--- src/rtl/comparator_pkg.sv ---
// Shared types for the comparator search controller: FSM states, comparator flag
// bundle and the one-hot check applied to the flags.
package comparator_pkg;

  typedef enum logic [1:0] {
    IDLE  = 2'd0,
    PROBE = 2'd1,
    DONE  = 2'd2
  } search_state_t;

  typedef struct packed {
    logic less;
    logic equal;
    logic greater;
  } cmp_flags_t;

  // True when exactly one of the three comparator flags is set.
  function automatic logic onehot3(input cmp_flags_t f);
    return (f.less ^ f.equal ^ f.greater) & ~(f.less & f.equal & f.greater);
  endfunction

endpackage

--- src/rtl/comparator_search_ctrl.sv ---
// Binary-search controller: drives the comparator probe operand and narrows
// [lo, hi] on each less/equal/greater answer until the target is located.
import comparator_pkg::*;

module comparator_search_ctrl #(
  parameter int WIDTH = 4
) (
  input  logic             clk,
  input  logic             reset,
  input  logic             start,
  input  logic             less,
  input  logic             equal,
  input  logic             greater,
  output logic [WIDTH-1:0] probe,
  output logic             busy,
  output logic             done,
  output logic             found,
  output logic             error,
  output logic [WIDTH-1:0] result,
  output logic [1:0]       dbg_state
);

  // Handshake: start is a level sampled only in IDLE (ignored otherwise, never
  // queued); done is a one-cycle pulse, found/error/result valid with it and
  // held until the next accepted start.
  localparam logic [WIDTH-1:0] MAX = {WIDTH{1'b1}};
  localparam logic [WIDTH:0]   ONE = {{WIDTH{1'b0}}, 1'b1};

  search_state_t    state, state_n;
  logic [WIDTH:0]   lo, hi, lo_n, hi_n;
  logic [WIDTH-1:0] probe_n, result_n;
  logic             found_n, error_n;
  logic             miss;
  cmp_flags_t       flags;

  assign flags     = {less, equal, greater};
  assign busy      = (state == PROBE);
  assign done      = (state == DONE);
  assign dbg_state = state;

  always_ff @(posedge clk) begin
    if (reset) begin
      state  <= IDLE;
      lo     <= '0;
      hi     <= {1'b0, MAX};
      probe  <= '0;
      found  <= 1'b0;
      error  <= 1'b0;
      result <= '0;
    end else begin
      state  <= state_n;
      lo     <= lo_n;
      hi     <= hi_n;
      probe  <= probe_n;
      found  <= found_n;
      error  <= error_n;
      result <= result_n;
    end
  end

  always_comb begin
    state_n  = state;
    lo_n     = lo;
    hi_n     = hi;
    probe_n  = probe;
    found_n  = found;
    error_n  = error;
    result_n = result;
    miss     = 1'b0;
    case (state)
      IDLE: begin
        if (start) begin
          lo_n    = '0;
          hi_n    = {1'b0, MAX};
          probe_n = MAX >> 1;
          found_n = 1'b0;
          error_n = 1'b0;
          state_n = PROBE;
        end
      end
      PROBE: begin
        if (!onehot3(flags)) begin
          error_n  = 1'b1;
          found_n  = 1'b0;
          result_n = '0;
          state_n  = DONE;
        end else if (flags.equal) begin
          found_n  = 1'b1;
          result_n = probe;
          state_n  = DONE;
        end else begin
          // Edges of the range are checked explicitly so lo/hi never wrap.
          if (flags.less) begin
            if (probe == '0) miss = 1'b1;
            else             hi_n = {1'b0, probe} - ONE;
          end else begin
            if (probe == MAX) miss = 1'b1;
            else              lo_n = {1'b0, probe} + ONE;
          end
          if (miss || (lo_n > hi_n)) begin
            found_n  = 1'b0;
            result_n = '0;
            state_n  = DONE;
          end else begin
            probe_n = WIDTH'((lo_n + hi_n) >> 1);
          end
        end
      end
      DONE:    state_n = IDLE;
      default: state_n = IDLE;
    endcase
  end

endmodule

--- config.mk ---
export PLATFORM = sky130hd
export DESIGN_NAME = comparator_search_ctrl
export DESIGN_NICKNAME = d
export VERILOG_FILES = /design/src/rtl/comparator_pkg.sv /design/src/rtl/comparator_search_ctrl.sv
export SDC_FILE = /design/constraint.sdc
export NUM_CORES = 1
export LEC_CHECK = 0
export ABC_AREA = 1
export BUFFER_PORTS_ARGS = -buffer_cell sky130_fd_sc_hd__buf_4
export CAP_MARGIN = 20
export CELL_PAD_IN_SITES_DETAIL_PLACEMENT = 0
export CELL_PAD_IN_SITES_GLOBAL_PLACEMENT = 2
export CORE_ASPECT_RATIO = 2
export CORE_MARGIN = 5
export CORE_UTILIZATION = 29
export CTS_BUF_LIST = sky130_fd_sc_hd__clkbuf_8 sky130_fd_sc_hd__clkbuf_16
export DETAILED_ROUTE_END_ITERATION = 10
export PLACE_DENSITY = 0.73
export RECOVER_POWER = 50
export SYNTH_ARGS = -nofsm -noshare
export SYNTH_HDL_FRONTEND = slang
export SYNTH_SLANG_ARGS = --single-unit
--- constraint.sdc ---
create_clock -name clk -period 2.75 [get_ports clk]
set_clock_uncertainty 0.2 [all_clocks]
set_input_delay 0.1375 -clock clk [delete_from_list [all_inputs] [get_ports clk]]
set_output_delay 0.1375 -clock clk [all_outputs]
set_load 0.02 [all_outputs]
== Yosys cells after proc, flatten, opt, wreduce, memory -nomap -nowiden ==
Index checks and enable logic that the tools add are counted.
W data, S select, Z words.
Storage, ports and cells
  bits in registers: 22
  bits of input ports: 6
  logic and storage cells: 81
  output and inout bits: 14
Operators by class
  reductions and logical operators: 10
  mux-type cells: 44
  equality and inequality tests: 10
  bitwise gates (word level): 6
  add/subtract/negate cells: 3
  order comparisons: 1
Operators with widths (number)
  $mux W5: 16
  $mux W4: 7
  $pmux W5 S2: 2
  $mux W1: 11
  $mux W2: 4
  $ne A2 B2 Y1 const B: 4
  $pmux W4 S2: 1
  $reduce_and A3 Y1: 2
  $add A4 B1 Y5 const B: 1
  $add A5 B5 Y5: 1
  $gt A5 B5 Y1: 1
  $reduce_and A5 Y1: 1
  $sub A4 B1 Y5 const B: 1
  $eq A4 B4 Y1 const B: 1
  $logic_not A4 Y1: 1
  $ne A4 B3 Y1 const B: 1
  $pmux W1 S2: 2
  $pmux W2 S2: 1
  $reduce_and A2 Y1: 2
  $reduce_and A4 Y1: 1
  $and A1 B1 Y1: 3
  $ne A3 B2 Y1 const B: 1
  $eq A2 B1 Y1 const B: 1
  $eq A2 B2 Y1 const B: 1
  other kinds (6): 7

== Logic depth before layout (Yosys ltp) ==
  depth after elaboration: 12
  depth in mapped cells: 18
  depth with buffers taken out: 18

== Worst setup path after synthesis ==
Ideal clock, no wire load.
  kind: flip-flop to flip-flop
  from: reg probe[0]
  to: reg probe[3]
  path slack: -0.074 ns
  data required time: 2.435 ns
  arrival: 2.509 ns
  cell stages (with the launch flop): 17
  period minus slack after synthesis: 2.824 ns
  buffers on the path: 0
  setup time: 0.115 ns
  path through: dfxtp_1 inv_1 ha_1 nand2_2 nand2_2 nand2_4 inv_4 o21ai_0 ha_1 inv_1 fa_1 o21ai_0 a21oi_1 nor2_1 nor2_1 a21oi_1 nor2_1
Between the ends
  word-level cells in the longest chain between the ends: 11
  elaborated cells between the ends (all ways): 29
  those cells by class: add/sub (3); order compare (1); eq/ne (2); mux (20); reduce/logical (3)
Ends and longest elaborated chain
  start: declaration: RTL line comparator_search_ctrl.sv:14  | output logic [WIDTH-1:0] probe,
  start signal: assignment: RTL line comparator_search_ctrl.sv:54  | probe <= probe_n;
  $add A4 B1 Y5, or another cell as far along: RTL line comparator_search_ctrl.sv:98  | else lo_n = {1'b0, probe} + ONE;
  $mux W5, on equally long branches: RTL line comparator_search_ctrl.sv:97, comparator_search_ctrl.sv:94
  $mux W5: RTL line comparator_search_ctrl.sv:93  | if (flags.less) begin
  $mux W5: RTL line comparator_search_ctrl.sv:87  | end else if (flags.equal) begin
  $mux W5: RTL line comparator_search_ctrl.sv:82  | if (!onehot3(flags)) begin
  $mux W5: RTL line comparator_search_ctrl.sv:70  | case (state)
  $add A5 B5 Y5: RTL line comparator_search_ctrl.sv:105  | probe_n = WIDTH'((lo_n + hi_n) >> 1);
  $mux W4: RTL line comparator_search_ctrl.sv:100  | if (miss || (lo_n > hi_n)) begin
  $mux W4: RTL line comparator_search_ctrl.sv:87
  $mux W4: RTL line comparator_search_ctrl.sv:82
  $pmux W4 S2: RTL line comparator_search_ctrl.sv:70
Parallel ways exist; a longest one is shown, timed or not. The select of a mux whose other input is x is not followed.
A chain may end at the register's enable or synchronous reset.

== Final worst setup path ==
  from: reg probe[1]
  to: reg probe[3]
The elaborated chain is that of the path after synthesis.

==> summary.txt <==
Outcome
  – Outcome: complete, no violations

Pwr
  – VDD IR max: 0.215 mV
  – Sw Share: 39.6%
  – Clock share of power: 21.4%
  – P_leak: 0.856 nW
  – Logic gate share of total power: 42.7%
  – Pwr Density: 517 mW/mm²
  – Reg power frac: 35.9%
  – NetSw: 0.394 mW
  – Int Power: 0.601 mW

Setup path
  – Worst Setup Path Type: flop to flop
  – R2R Path End: probe[3]
  – Worst Setup EP: probe[3]
  – CP Data Arrival Time: 2.55 ns
  – Reg-to-Reg Start: probe[1]
  – Crit. End Element: flop
  – Largest fanout on the critical path: 8
  – Worst Reg-to-Reg Cells: 14
  – Worst EP required: 2.72 ns
  – R2r setup slk: 0.17 ns
  – Crit path launch type: flop
  – Crit path from: probe[1]

Timing
  – Fin crit period: 2.58 ns
  – Fmax: 0.387 GHz
  – RSZ-0062 raised after global routing: no
  – Worst slew pin tran: 0.653 ns
  – Setup TNS: 0 ns
  – Final Max Slew Viols: 0
  – Slew HR: 56.3%
  – Final Setup Violations: 0
  – Fin. Hold Viols: 0
  – Period utilization: 93.9%

Synthesis
  – Area leader, netlist: dfxtp_1
  – Post-Syn Nets: 240
  – Synth Cell Area: 0.00156 mm²
  – Post-Syn Instances: 221
  – Synth top area share: 28.2%
  – Synth Warn #: 0
  – Synth cell types: 32
  – Leading post-synthesis cells by cell area: dfxtp_1 28%, nand2_1 12%, ha_1 9.6%, inv_1 7.0%, a21oi_1 6.4%
  – Post-synthesis register bit count: 22
  – Sequential area share after synthesis: 28.2%
  – Syn_area_per_cell: 7.07 µm²

Global route
  – Gr ovfl total: 0
  – Initial antenna violation count: 0
  – First-pass GRT wire length: 7070 µm
  – Vias in the first global route: 1430
  – Largest net degree at the start of global routing: 13
  – Global Route Usage Sum: 13.4%

Floorplanning
  – Row Count: 38
  – I/O pins: 20
  – Initial Util: 29.3%
  – Die area: 0.00705 mm²
  – Chip Width: 61.9 µm
  – Die Y: 114 µm
  – Core Footprint: 0.00533 mm²

Drt
  – Top Layer Used: met4
  – Post-DRT Antenna Nets: 0
  – Detailed-route vias per instance: 4.61
  – DRT iter0 DRCs: 57
  – Post-Route WL: 4420 µm
  – Met3 wire len: 124 µm
  – Average wire per standard cell: 14.1 µm
  – DRT Pass-1 Iters: 4
  – Via Count: 1447
  – WL met1: 1950 µm
  – Met2 routed WL: 2250 µm
  – DR DRC count: 0

Placed design
  – HPWL after detailed placement: 3360 µm
  – Area after DPL: 0.00183 mm²
  – GP Congestion: 0.793
  – Port bufs: 19
  – Cells after DPL: 306

Clock tree
  – Num CTS Buffers: 3
  – Clock Sinks: 22
  – CTS H-tree depth: 1
  – CTS tree: yes
  – Root buf cell: clkbuf_8
  – Clock Path Buffers: 2
  – Clock slew at reported path FFs: 0.09 ns
  – Later-pin clock latency in the skew report: 0.27 ns

Cells and area
  – FILL cells: 605
  – Nets@finish: 275
  – Layout cell share with drive strength beyond 1: 24.0%
  – Fin area: 0.00193 mm²
  – N_diodes: 0
  – Fin cells: 314
  – Layout Area Growth over Synthesis: 23.2%

Flow run
  – Max-Cap Viols: 0

Min path
  – Hold WC Path Type: input port to flop
  – Hold_sp: equal
## power by group through the flow
stage | clock network [mW] | logic [mW] | registers (mW)
after CTS | 0.218 | 0.401 | 0.359
after global placement | 0 | 0.401 | 0.365
after detailed placement | 0 | 0.396 | 0.366
final | 0.213 | 0.425 | 0.358
after global routing | 0.234 | 0.474 | 0.361
after floorplan | 0 | 0.254 | 0.378
## what timing repair did
item,CTS,global route
buffers inserted,1,2
pin swaps,1,2
hold buffers,1,0
endpoints found under the hold margin,11,0
gates cloned,0,1
endpoints found under the setup margin,1,11
resized for setup,1,18
## cell type report
type | count | area [µm²] | share of cell area (%)
Sequential cell | 22 | 448 | 23.3
Timing Repair Buffer | 31 | 194 | 10.1
Inverter | 38 | 164 | 8.51
Multi-Input combinational cell | 160 | 1000 | 52.1
Clock buffer | 3 | 41.3 | 2.14
Tap cell | 60 | 75.1 | 3.90
## registers in the layout (all words and copies together), names as in the netlist
signal	flops
dbg_state	2
lo	5
found	1
result	4
error	1
probe	4
hi	5
## metal layers
metal	global-route usage [%]	vias up
met1	17.9	651
met2	21.8	23
li1	-	766
met3	1.47	7
met5	0	-
met4	4.39	0
## cells in the final DEF, fill, tap and decap left out, drive strengths merged
master,Yosys,final
a21oi,23,23
buf,1,19
bufinv,1,1
clkbuf,1,14
dfxtp,22,22
dlygate4sd3,0,1
fa,1,1
ha,12,12
inv,37,37
nand2,57,57
nand3,17,18
nand3b,1,1
nor2,25,25
nor3,4,4
o211ai,1,1
o21ai,15,15
or2,1,1
xor2,2,2
## worst max-delay path, cell delays in order, from the launching register on
cell	delay, ns
dfxtp_4	0.38
ha_2	0.19
nand2_1	0.10
o21ai_4	0.19
inv_4	0.09
o21ai_4	0.15
ha_2	0.19
inv_1	0.05
fa_1	0.39
o21ai_1	0.14
a21oi_1	0.09
nor2_1	0.10
nor2_1	0.06
a21oi_1	0.10
nor2_1	0.05
## cells by family after synthesis
logic type / count (synthesis) / synth area share (%)
AND/OR/NAND/NOR: 105 / 32.7
XOR/XNOR: 2 / 1.12
adder cells (fa/ha/maj): 13 / 10.9
AO/OA/AOI/OAI: 39 / 15.8
flip-flops: 22 / 28.2
buffers and inverters: 40 / 11.3
## synthesized netlist by cell type, drive strengths merged
library cell  number
a21oi             23
buf                1
bufinv             1
clkbuf             1
dfxtp             22
fa                 1
ha                12
inv               37
nand2             57
nand3             17
nand3b             1
nor2              25
nor3               4
o211ai             1
o21ai             15
or2                1
xor2               2
## worst min path at each step
stage,to,cells after the start
after global routing,lo[1],4
after CTS,lo[2],4
after global placement,lo[0],2
after floorplan,error,1
final,lo[2],4
after detailed placement,lo[0],2
## per-stage QoR
stage	power, mW	setup WS, ns	hold WS, ns	utilization (%)
after floorplan	0.631	0.0495	0.0168	-
after global placement	0.766	0.0163	0.220	34.3
after detailed placement	0.762	-0.0129	0.228	34.3
after CTS	0.978	0.0359	0.0191	35.4
after global routing	1.07	0.00949	0.0247	36.2
final	0.996	0.169	0.0194	36.2
Note: power is estimated with default switching activity, not from simulation.
